<file path="src/rtl/data_mem_sync.sv">
// data_mem_sync: clocked single-port data RAM with post-reset clear sequencer and req/ready handshake
module data_mem_sync #(
    parameter int DATA_W      = 8,
    parameter int ADDR_W      = 6,
    parameter int DEPTH       = 64,
    parameter int WRITE_FIRST = 1
) (
    input  logic              clk,
    input  logic              reset,
    input  logic              req_valid,
    output logic              req_ready,
    input  logic              we,
    input  logic [ADDR_W-1:0] addr,
    input  logic [DATA_W-1:0] wdata,
    output logic [DATA_W-1:0] rdata,
    output logic              rd_valid,
    output logic              busy,
    output logic              addr_err
);
    typedef enum logic {CLEAR, IDLE} state_t;
    state_t state, state_nx;
    logic [ADDR_W:0] clr_cnt;
    logic [ADDR_W-1:0] clr_addr;
    logic [DATA_W-1:0] mem [DEPTH];
    logic [DATA_W-1:0] rd_word;
    logic accept, in_range, clr_last;
    assign clr_addr  = clr_cnt[ADDR_W-1:0];
    assign busy      = state == CLEAR;
    assign req_ready = state == IDLE;
    assign accept    = req_valid && req_ready;
    assign in_range  = {1'b0, addr} < (ADDR_W+1)'(DEPTH);
    assign clr_last  = clr_cnt == (ADDR_W+1)'(DEPTH - 1);
    // A read coinciding with a clear write would see zero under write-first; accepts are blocked during CLEAR so this never occurs
    assign rd_word   = (WRITE_FIRST != 0 && busy && clr_addr == addr) ? '0 : mem[addr];
    // Leave CLEAR once the last word has been zeroed; only reset returns to CLEAR
    always_comb begin
        state_nx = (state == CLEAR && clr_last) ? IDLE : state;
    end
    // State, clear counter and registered read outputs
    always_ff @(posedge clk or posedge reset) begin
        if (reset) begin
            state    <= CLEAR;
            clr_cnt  <= '0;
            rdata    <= '0;
            rd_valid <= 1'b0;
            addr_err <= 1'b0;
        end else begin
            state    <= state_nx;
            clr_cnt  <= busy ? clr_cnt + 1'b1 : clr_cnt;
            rd_valid <= accept && !we;
            addr_err <= accept && !in_range;
            if (accept && !we)
                rdata <= in_range ? rd_word : '0;
        end
    end
    // Array storage: the clear sequencer owns the write port while busy
    always_ff @(posedge clk) begin
        if (busy)
            mem[clr_addr] <= '0;
        else if (accept && we && in_range)
            mem[addr] <= wdata;
    end
endmodule

</file>
<file path="config.mk">
export PLATFORM = sky130hd
export DESIGN_NAME = data_mem_sync
export DESIGN_NICKNAME = d
export VERILOG_FILES = /design/src/rtl/data_mem_sync.sv
export SDC_FILE = /design/constraint.sdc
export NUM_CORES = 1
export LEC_CHECK = 0
export BUFFER_PORTS_ARGS = -buffer_cell sky130_fd_sc_hd__buf_2
export CAP_MARGIN = 20
export CORE_ASPECT_RATIO = 1.75
export CORE_UTILIZATION = 32
export CTS_BUF_LIST = sky130_fd_sc_hd__clkbuf_4 sky130_fd_sc_hd__clkbuf_8
export DETAILED_ROUTE_END_ITERATION = 10
export PLACE_DENSITY = 0.5
export SETUP_SLACK_MARGIN = 0.02
export SYNTH_ARGS = -nofsm -noshare
export SYNTH_HDL_FRONTEND = slang
export SYNTH_SLANG_ARGS = --single-unit
</file>
<file path="constraint.sdc">
create_clock -name clk -period 2.57 [get_ports clk]
set_clock_uncertainty 0.1 [all_clocks]
set_input_delay 0.257 -clock clk [delete_from_list [all_inputs] [get_ports clk]]
set_output_delay 0.257 -clock clk [all_outputs]
set_load 0.02 [all_outputs]
</file>
==> results.ini, run 1 <==
[status]
status=completed

[cells_and_area]
fin_nets=1284
final-seq-area_um2=15800
multi_input_area_um2=4740
layout-drive-gt1-share_pct=29.2
syn_to_final_growth_pct=17.1
final_core_util_pct=38.0
finalNonFillerCells=2134
fillers=5852

[synth]
synth-edff-count=512
yosysUniqueCellTypes=40
syn_area_um2=20900
yosys_most_used_dff=edfxtp_1
yosys_register_bits=529
synth.yosys.seq_area_share_pct=75.6
async_reset_ff_share_pct=3.21
synthCells=1069
syn_nets=1088
synth_area_per_cell_um2=19.5
yosys_warnings=0

[global_routing]
grt_pass1_wl_um=77100
grt_usage_pct=16.1
grt_pass1_vias=11400
antenna_found_initial=4
grt_max_degree=65
overflow=0

[floorplanning]
die_area_um2=66400
die_y_um=340
rows=123
die-width_um=195
start_util_pct=32.4
ioPinCount=30
core_um2=64500

[critical_path]
worstRegToRegCells=7
crit_chain=buf_4, nand3_1, buf_4, o31ai_1, nand2_1, nor2_1, buf_4
required_ns=2.81
cp.arrival_ns=2.53
setup.worst_path.class=reg2reg
path_max_fanout=12
crit_family=simple AND/OR/NAND/NOR gates
crit_path_start_kind=register
cpMostUsedCell=buf_4
crit_end=mem[17][1]
critPathBufInv=3
cpPeakStageDelay_ns=0.35
ff2ff_setup_slack_ns=0.29
crit_path_end_kind=register
critPathSlowestCell=dfrtp_1
crit_start=req_ready
worst-path-stages=7
worstReg2RegEnd=mem[17][1]
rr_startpoint=req_ready

[cts]
clk_latency_ns=0.64
ctsLongestPathBuffers=3
numCtsBuffers=73
clk_pin_slew_worst_paths_ns=0.07
cts_root_buf=clkbuf_8
cts_tree=built
cts_resized=0
clock-sinks=529
htreeDepth=3

[job]
drv_cap=0

[power_and_ir_drop]
power.total_mw=16.0
peakVddDrop_v=0.000463
p_leak_nw=7.05
power.density_nw_per_um2=653

[sta]
rsz0062_at_grt=no
tightest_slew_ns=0.759
maxSlewViolCount=0
setup_violations=0
finalCritPeriodShare_pct=88.9
layout_min_cycle_time_ns=2.28
clock.fmax_ghz=0.438
hold_violations=0
maxSlewHeadroom_pct=49.2
finalWorstSetupSlack_ns=0.285

[detailed_routing]
postRouteAntennaNets=0
num_vias=10700
drt-initial-drc-count=681
dr.pass1.iters=5
post-route-drc-count=0
via_per_inst=5.00
wl_per_cell_um=24.6
totalWireLength_um=52500

[place]
portBuffers=28
dp_slack_ns=-0.161
globalplace.congestion=0.864
dpl.hpwl_um=34800
placed_cells=2001

[min_path]
hold_class=in2reg

## cell usage after synthesis, drive strengths merged, types with 2 or more instances
library cell  instances  area share (%)
a211oi                7            0.25
a21oi                 9            0.31
a221oi               32             1.3
a22o                 17            0.71
a22oi                16            0.57
a32o                  8            0.38
and2                 10            0.30
and3                  2           0.060
buf                  35             1.3
clkbuf               25            0.46
dfrtp                17             2.0
edfxtp              512              74
inv                   4           0.072
mux2                 24             1.3
mux2i               122             5.8
mux4                 72             7.9
nand2                29            0.52
nand2b                2           0.060
nand3                 3           0.072
nand3b                4            0.14
nand4                 2           0.060
nor2                 69             1.2
nor2b                 3           0.090
o21ai                12            0.29
o22ai                16            0.48
o31ai                 4            0.14
or2                   2           0.060
or3                   2           0.060
xnor2                 5            0.21
## power by group
part | total [mW] | switching (mW) | leakage [nW] | internal [mW]
Sequential | 9.31 | 0 | 3.79 | 9.31
Clock | 6.26 | 3.09 | 0.708 | 3.17
Combinational | 0.411 | 0.238 | 2.55 | 0.173
Total | 16.0 | 3.33 | 7.05 | 12.6
## logic make-up (layout without fill, tap and decap cells)
family | count (synthesis) | after routing | share of synthesized area (%)
compound gates | 122 | 122 | 4.51
mux | 218 | 218 | 15.1
flops | 529 | 529 | 75.6
simple gates | 128 | 128 | 2.66
xor+xnor | 6 | 6 | 0.251
fa+ha+maj | 1 | 1 | 0.0599
other cells | 1 | 3 | 0.0179
buf+inv | 64 | 315 | 1.81
## through the flow
| step | setup TNS [ns] | cell area [µm²] | hold WS [ns] |
|---|---|---|---|
| 5_1_grt | 0 | 24500 | 0.0838 |
| 4_1_cts | 0 | 24500 | 0.0115 |
| 3_3_place_gp | -0.360 | 23100 | 0.312 |
| 2_1_floorplan | 0 | 20900 | 0.0831 |
| 6_report | 0 | 24500 | 0.0859 |
| 3_5_place_dp | -0.398 | 23100 | 0.319 |
## layer usage
layer | track usage (%) | up-vias | routed length, µm
li1 | - | 4775 | -
met5 | 0 | - | 27
met4 | 6.15 | 4 | 1560
met2 | 31.0 | 269 | 29500
met3 | 2.82 | 78 | 2230
met1 | 17.2 | 5546 | 19100
## timing repair
item / CTS / global route
hold buffers: 1 / 0
buffers inserted: 0 / 0
endpoints found under the hold margin: 17 / 0
## how the worst min path moves through the flow
stage          slack (ns)   from  cells after the start    endpoint
2_1_floorplan        0.08  reset                      1  clr_cnt[0]
3_3_place_gp         0.31  reset                      2    rd_valid
3_5_place_dp         0.32  reset                      2    rd_valid
4_1_cts              0.01     we                      3    rd_valid
5_1_grt              0.08     we                      3    rd_valid
6_report             0.09     we                      3    rd_valid
## final cells by class
type | count | share of cell area, %
repair buffers | 181 | 6.24
well taps | 812 | 4.15
clock inverters | 43 | 1.10
multi-input cells | 476 | 19.4
diodes | 2 | 0.0204
flip-flops and latches | 529 | 64.5
clock buffers | 87 | 4.53
inverters | 4 | 0.0613
## worst reg2reg max path: cells and delay by family, from the launching register on
kind            cells  cell delay (ns)
simple gates        3             0.66
buf+inv             3             0.60
flops               1             0.35
compound gates      1             0.26
## registers in the layout, summed over array words and instances, names as in the netlist
register / flops
clr_cnt: 7
rdata: 8
mem: 512
rd_valid: 1
req_ready: 1
## layout by cell type, fill, tap and decap left out, drive strengths merged, types with 24 or more instances in the layout
cell | netlist | routed
a221oi | 32 | 32
buf | 35 | 180
clkbuf | 25 | 87
clkinv | 0 | 36
edfxtp | 512 | 512
mux2 | 24 | 24
mux2i | 122 | 122
mux4 | 72 | 72
nand2 | 29 | 29
nor2 | 69 | 69
(Power assumes the default switching activity.)
==> run 2: changes to the inputs <==
==> constraint.sdc (replaced) <==
create_clock -name clk -period 2.57 [get_ports clk]
set_clock_uncertainty 0.1 [all_clocks]
set_input_delay 0.3855 -clock clk [delete_from_list [all_inputs] [get_ports clk]]
set_output_delay 0.3855 -clock clk [all_outputs]
set_load 0.02 [all_outputs]
==> run 2 against run 1 <==
Net effect:
- sequential power hardly changed
- via count is 2.0% higher
- critical path depth stayed put
- first-iteration DRC count is 8.8% higher
- power is 2.9% higher
- hold slack better by 0.12 ns
- routed wire length is 2.6% higher
==> results.ini, run 2 (synthesis results as in run 1) <==
[status]
status=completed

[place]
portBuffers=28  ; unchanged
globalplace.congestion=0.862  ; -0.22%
placed_cells=2017  ; +0.80%
dpl.hpwl_um=35800  ; +2.7%
dp_slack_ns=-0.269  ; -0.108 ns

[cts]
post_cts_buffers=0  ; unchanged
htreeDepth=3  ; unchanged
numCtsBuffers=75  ; +2.7%
cts_tree=built
ctsLongestPathBuffers=3  ; unchanged
clk_pin_slew_worst_paths_ns=0.06  ; about the same
cts_resized=0  ; unchanged
cts_root_buf=clkbuf_8
clock-sinks=529  ; unchanged
clk_latency_ns=0.66  ; +0.02 ns
cts-hold-fix-buffers=1  ; unchanged

[detailed_routing]
drt-initial-drc-count=741  ; +8.8%
post-route-drc-count=0  ; unchanged
num_vias=10900  ; +2.0%
dr.pass1.iters=4  ; -1
postRouteAntennaNets=0  ; unchanged
wl_per_cell_um=25.0  ; +1.6%
via_per_inst=5.05  ; +1.0%
totalWireLength_um=53900  ; +2.6%

[power_and_ir_drop]
peakVddDrop_v=0.000477  ; +3.1%
power.density_nw_per_um2=664  ; +1.8%
p_leak_nw=7.23  ; +2.5%
power.total_mw=16.4  ; +2.9%

[sta]
layout_min_cycle_time_ns=2.25  ; -0.0324 ns
rsz0062_at_grt=no
clock.fmax_ghz=0.444  ; +1.4%
hold_violations=0  ; unchanged
finalWorstSetupSlack_ns=0.318  ; +0.0324 ns
maxSlewHeadroom_pct=52.5  ; +3.3 points
finalSetupTns_ns=0  ; unchanged
setup_violations=0  ; unchanged
maxSlewViolCount=0  ; unchanged
finalCritPeriodShare_pct=87.6  ; -1.3 points
tightest_slew_ns=0.709  ; -0.0495 ns

[global_routing]
grt_max_degree=65  ; unchanged
grt_pass1_vias=11700  ; +2.8%
antenna_found_initial=4  ; unchanged
grt_usage_pct=16.6  ; +0.47 points
grt_pass1_wl_um=79000  ; +2.6%
overflow=0  ; unchanged

[cells_and_area]
top_regs=mem x512, rdata x8, clr_cnt x7
largest_register_ffs=512  ; unchanged
fillers=5884  ; +0.55%
regMostFlops=mem
layout-drive-gt1-share_pct=31.3  ; +2.1 points
syn_to_final_growth_pct=18.5
finalNonFillerCells=2155  ; +0.98%
fin_nets=1302  ; +1.4%
final_cell_mix=edfxtp_1 (512), buf_4 (147), mux2i_1 (122), clkbuf_8 (79), nor2_1 (68)
layout_commonest_cell=edfxtp_1

[critical_path]
crit_chain=buf_4, inv_1, a22o_1, nand2_1, buf_4, nor2_1, buf_4
crit_path_start_kind=register
critPathSlowestCell=dfrtp_1
required_ns=2.81  ; about the same
cpPeakStageDelay_ns=0.40  ; +0.05 ns
cpMostUsedCell=buf_4
cp.arrival_ns=2.50  ; -0.03 ns
crit_path_end_kind=register
setup.worst_path.class=reg2reg
path_max_fanout=6  ; -6

[min_path]
hold_class=in2reg

[floorplanning]
rows=123  ; unchanged
core_um2=64500  ; unchanged
die_area_um2=66400  ; unchanged
start_util_pct=32.4  ; unchanged
die-width_um=195  ; unchanged
die_y_um=340  ; unchanged
ioPinCount=30  ; unchanged

[job]
drv_cap=0  ; unchanged

run 2: changes by cell type in the layout (fill, tap and decap cells not counted), moves of 2 or more:
cell,delta
clkbuf_8,+6
clkinvlp_4,-2
buf_4,+13
buf_12,+3
clkinv_2,+3
clkbuf_4,+10
clkinv_1,-13
run 2: final cells by class:
type                    instances  area (µm²)  area share [%]
flip-flops and latches        529       15800            63.8
multi-input cells             476        4740            19.1
repair buffers                197        1680            6.80
clock buffers                 103        1270            5.12
well taps                     812        1020            4.10
clock inverters                32         231           0.935
inverters                       4        15.0          0.0606
diodes                          2        5.00          0.0202
run 2: critical path, delay by kind of cell, from the launching register on:
kind | cells | cell delay (ns)
AO/OA/AOI/OAI | 1 | 0.27
buffers and inverters | 4 | 0.86
flip-flops | 1 | 0.40
AND/OR/NAND/NOR | 2 | 0.32
run 2: stage by stage:
| stage | hold WS, ns | util (%) | area (µm²) |
|---|---|---|---|
| after CTS | 0.139 | 38.4 | 24800 |
| after global routing | 0.214 | 38.4 | 24800 |
| final | 0.210 | 38.4 | 24800 |
| after global placement | 0.357 | 36.0 | 23200 |
| after floorplan | 0.212 | - | 20900 |
| after detailed placement | 0.361 | 36.0 | 23200 |
run 2: layer usage:
metal / routed length, µm / track usage (%) / vias up / share of wire, %
li1: - / - / 4813 / -
met1: 19300 / 17.4 / 5668 / 36
met2: 29800 / 31.4 / 301 / 55
met3: 2230 / 2.84 / 102 / 4.1
met4: 2490 / 8.43 / 4 / 4.6
met5: 19 / 0 / - / 0.035
run 2: power by group:
part / total (mW) / switching [mW] / internal (mW)
combinational: 0.437 / 0.246 / 0.191
sequential: 9.31 / 0 / 9.31
clock: 6.70 / 3.19 / 3.51
total: 16.4 / 3.43 / 13.0
run 2: path summary, 6_finish.rpt:
kind	from	end	slack (ns)	depth (start not counted)
max reg2reg	req_ready	mem[55][2]	0.32	7
min in group asynchronous	reset	clr_cnt[2]	0.28	3
max	req_ready	mem[55][2]	0.32	7
min	we	rd_valid	0.21	3
min reg2reg	clr_cnt[6]	clr_cnt[6]	0.37	1
max in group asynchronous	reset	rdata[0]	1.63	3
==> run 3: changes to the inputs <==
- PLACE_DENSITY: 0.5 -> 0.48
- clock period: 2.57 -> 2.6 ns (I/O delays scaled with it)
==> run 3 against run 2 <==
Net effect:
- worst setup slack got worse by 0.26 ns
- global-route usage down 0.30 points
- sequential power shrank 1%
- die area stayed put
- sequential cell count is the same
- routed wire length shrank 1.9%
- maximum frequency shrank 11%
- via count shrank 1.9%
- combinational power rose by 5.0%
- sequential share of layout area decreased by 0.33 points
- cell area grew 0.52%
==> results.ini, run 3 (synthesis results as in run 1) <==
[sta]
rsz0062_at_grt=no
tightest_slew_ns=0.766  ; +0.0563 ns
layout_min_cycle_time_ns=2.54  ; +0.289 ns
clock.fmax_ghz=0.393  ; -11%
maxSlewHeadroom_pct=48.9  ; -3.6 points
setup_violations=0  ; unchanged
hold_violations=0  ; unchanged
maxSlewViolCount=0  ; unchanged
finalCritPeriodShare_pct=97.8  ; +10 points
finalWorstSetupSlack_ns=0.0584  ; -0.259 ns

[cts]
htreeDepth=3  ; unchanged
numCtsBuffers=76  ; +1.3%
cts_resized=0  ; unchanged
clk_latency_ns=0.66  ; about the same
cts_tree=built
cts_root_buf=clkbuf_8
ctsLongestPathBuffers=3  ; unchanged
clk_pin_slew_worst_paths_ns=0.07  ; about the same
clock-sinks=529  ; unchanged

[critical_path]
path_max_fanout=1  ; -5
setup.worst_path.class=reg2reg
required_ns=3.04  ; +0.23 ns
crit_path_start_kind=register
crit_path_end_kind=register
cp.arrival_ns=2.98  ; +0.48 ns

[floorplanning]
die_y_um=340  ; unchanged
rows=123  ; unchanged
die_area_um2=66400  ; unchanged
start_util_pct=32.4  ; unchanged
ioPinCount=30  ; unchanged
core_um2=64500  ; unchanged
die-width_um=195  ; unchanged

[cells_and_area]
final_cell_mix=edfxtp_1 (512), buf_4 (149), mux2i_1 (122), clkbuf_8 (80), nor2_1 (68)
top_regs=mem x512, rdata x8, clr_cnt x7
fillers=5806  ; -1.3%
multi_input_area_um2=4740  ; unchanged
layout_commonest_cell=edfxtp_1
final-seq-area_um2=15800  ; unchanged
layout-drive-gt1-share_pct=31.5  ; +0.13 points
regMostFlops=mem
fin_nets=1310  ; +0.61%
largest_register_ffs=512  ; unchanged
syn_to_final_growth_pct=19.1

[power_and_ir_drop]
power.density_nw_per_um2=654  ; -1.5%
peakVddDrop_v=0.000558  ; +17%
p_leak_nw=7.29  ; +0.82%
power.total_mw=16.3  ; -1.0%

[place]
dpl.hpwl_um=35100  ; -1.8%
portBuffers=28  ; unchanged
globalplace.congestion=0.811  ; -5.9%
dp_slack_ns=-0.315  ; -0.0462 ns

[detailed_routing]
wl_per_cell_um=24.4  ; -2.2%
post-route-drc-count=0  ; unchanged
via_per_inst=4.94  ; -2.3%
dr.pass1.iters=5  ; +1
num_vias=10700  ; -1.9%
postRouteAntennaNets=0  ; unchanged
totalWireLength_um=52800  ; -1.9%
drt-initial-drc-count=624  ; -16%

[min_path]
hold_class=in2reg

[global_routing]
grt_pass1_vias=11600  ; -0.84%
grt_usage_pct=16.3  ; -0.30 points
antenna_found_initial=2  ; -2
overflow=0  ; unchanged
grt_max_degree=65  ; unchanged
grt_pass1_wl_um=77800  ; -1.6%

[status]
status=completed

[job]
drv_cap=0  ; unchanged

==> run 3: cell types whose count changed in the layout (fill, tap and decap cells not counted), moves of 2 or more <==
cell and change:
buf_12 +5, clkbuf_4 -3, clkinv_1 +3, clkinv_2 -3, buf_4 +2, inv_6 +2
==> run 3: repair_timing <==
| item | CTS | global route |
|---|---|---|
| setup endpoints to repair | 0 | 0 |
| hold endpoints to repair | 17 | 0 |
| setup buffers | 0 | 0 |
| hold buffers | 1 | 0 |
==> run 3: critical path, cell delays in order, from the launching register on <==
cell	delay, ns
edfxtp_1	0.36
mux4_1	0.68
mux4_2	0.53
o22ai_1	0.44
a211oi_1	0.13
a21oi_2	0.12
o21ai_1	0.08
==> run 3: power by group <==
part | leakage, nW | switching [mW] | total (mW) | internal [mW]
Clock | 0.796 | 3.14 | 6.62 | 3.48
Combinational | 2.70 | 0.254 | 0.459 | 0.205
Sequential | 3.79 | 0 | 9.20 | 9.20
==> run 3: stage by stage <==
stage / utilization (%) / instances / TNS, ns / area (µm²) / hold slack [ns]
4_1_cts: 38.6 / 2160 / 0 / 24900 / 0.126
3_3_place_gp: 36.2 / 2024 / -0.626 / 23400 / 0.356
6_report: 38.6 / 2162 / 0 / 24900 / 0.197
2_1_floorplan: - / 1069 / 0 / 20900 / 0.216
3_5_place_dp: 36.2 / 2024 / -0.598 / 23400 / 0.361
5_1_grt: 38.6 / 2161 / 0 / 24900 / 0.194
==> run 3: area by class of cell <==
cell class	count	area share, %
diodes	2	0.0201
clock buffers	101	5.06
clock inverters	34	1.02
inverters	4	0.0603
multi-input cells	476	19.0
flip-flops and latches	529	63.5
well taps	812	4.08
repair buffers	204	7.23
==> run 3: final timing paths <==
kind	start	end	slack, ns	cells past startpoint
min in group asynchronous	reset	clr_cnt[3]	0.31	3
setup reg to reg	mem[57][3]	rdata[3]	0.06	6
setup / recovery	mem[57][3]	rdata[3]	0.06	6
max in group asynchronous	reset	clr_cnt[0]	1.58	3
hold / removal	we	rd_valid	0.20	3
hold reg to reg	clr_cnt[6]	clr_cnt[6]	0.38	1
==> run 3: layer usage <==
metal / global-route usage (%) / vias up / wire, µm
li1: - / 4830 / -
met1: 17.2 / 5514 / 19300
met2: 30.3 / 247 / 29100
met3: 2.60 / 84 / 1860
met4: 9.20 / 2 / 2610
met5: 0 / - / 12
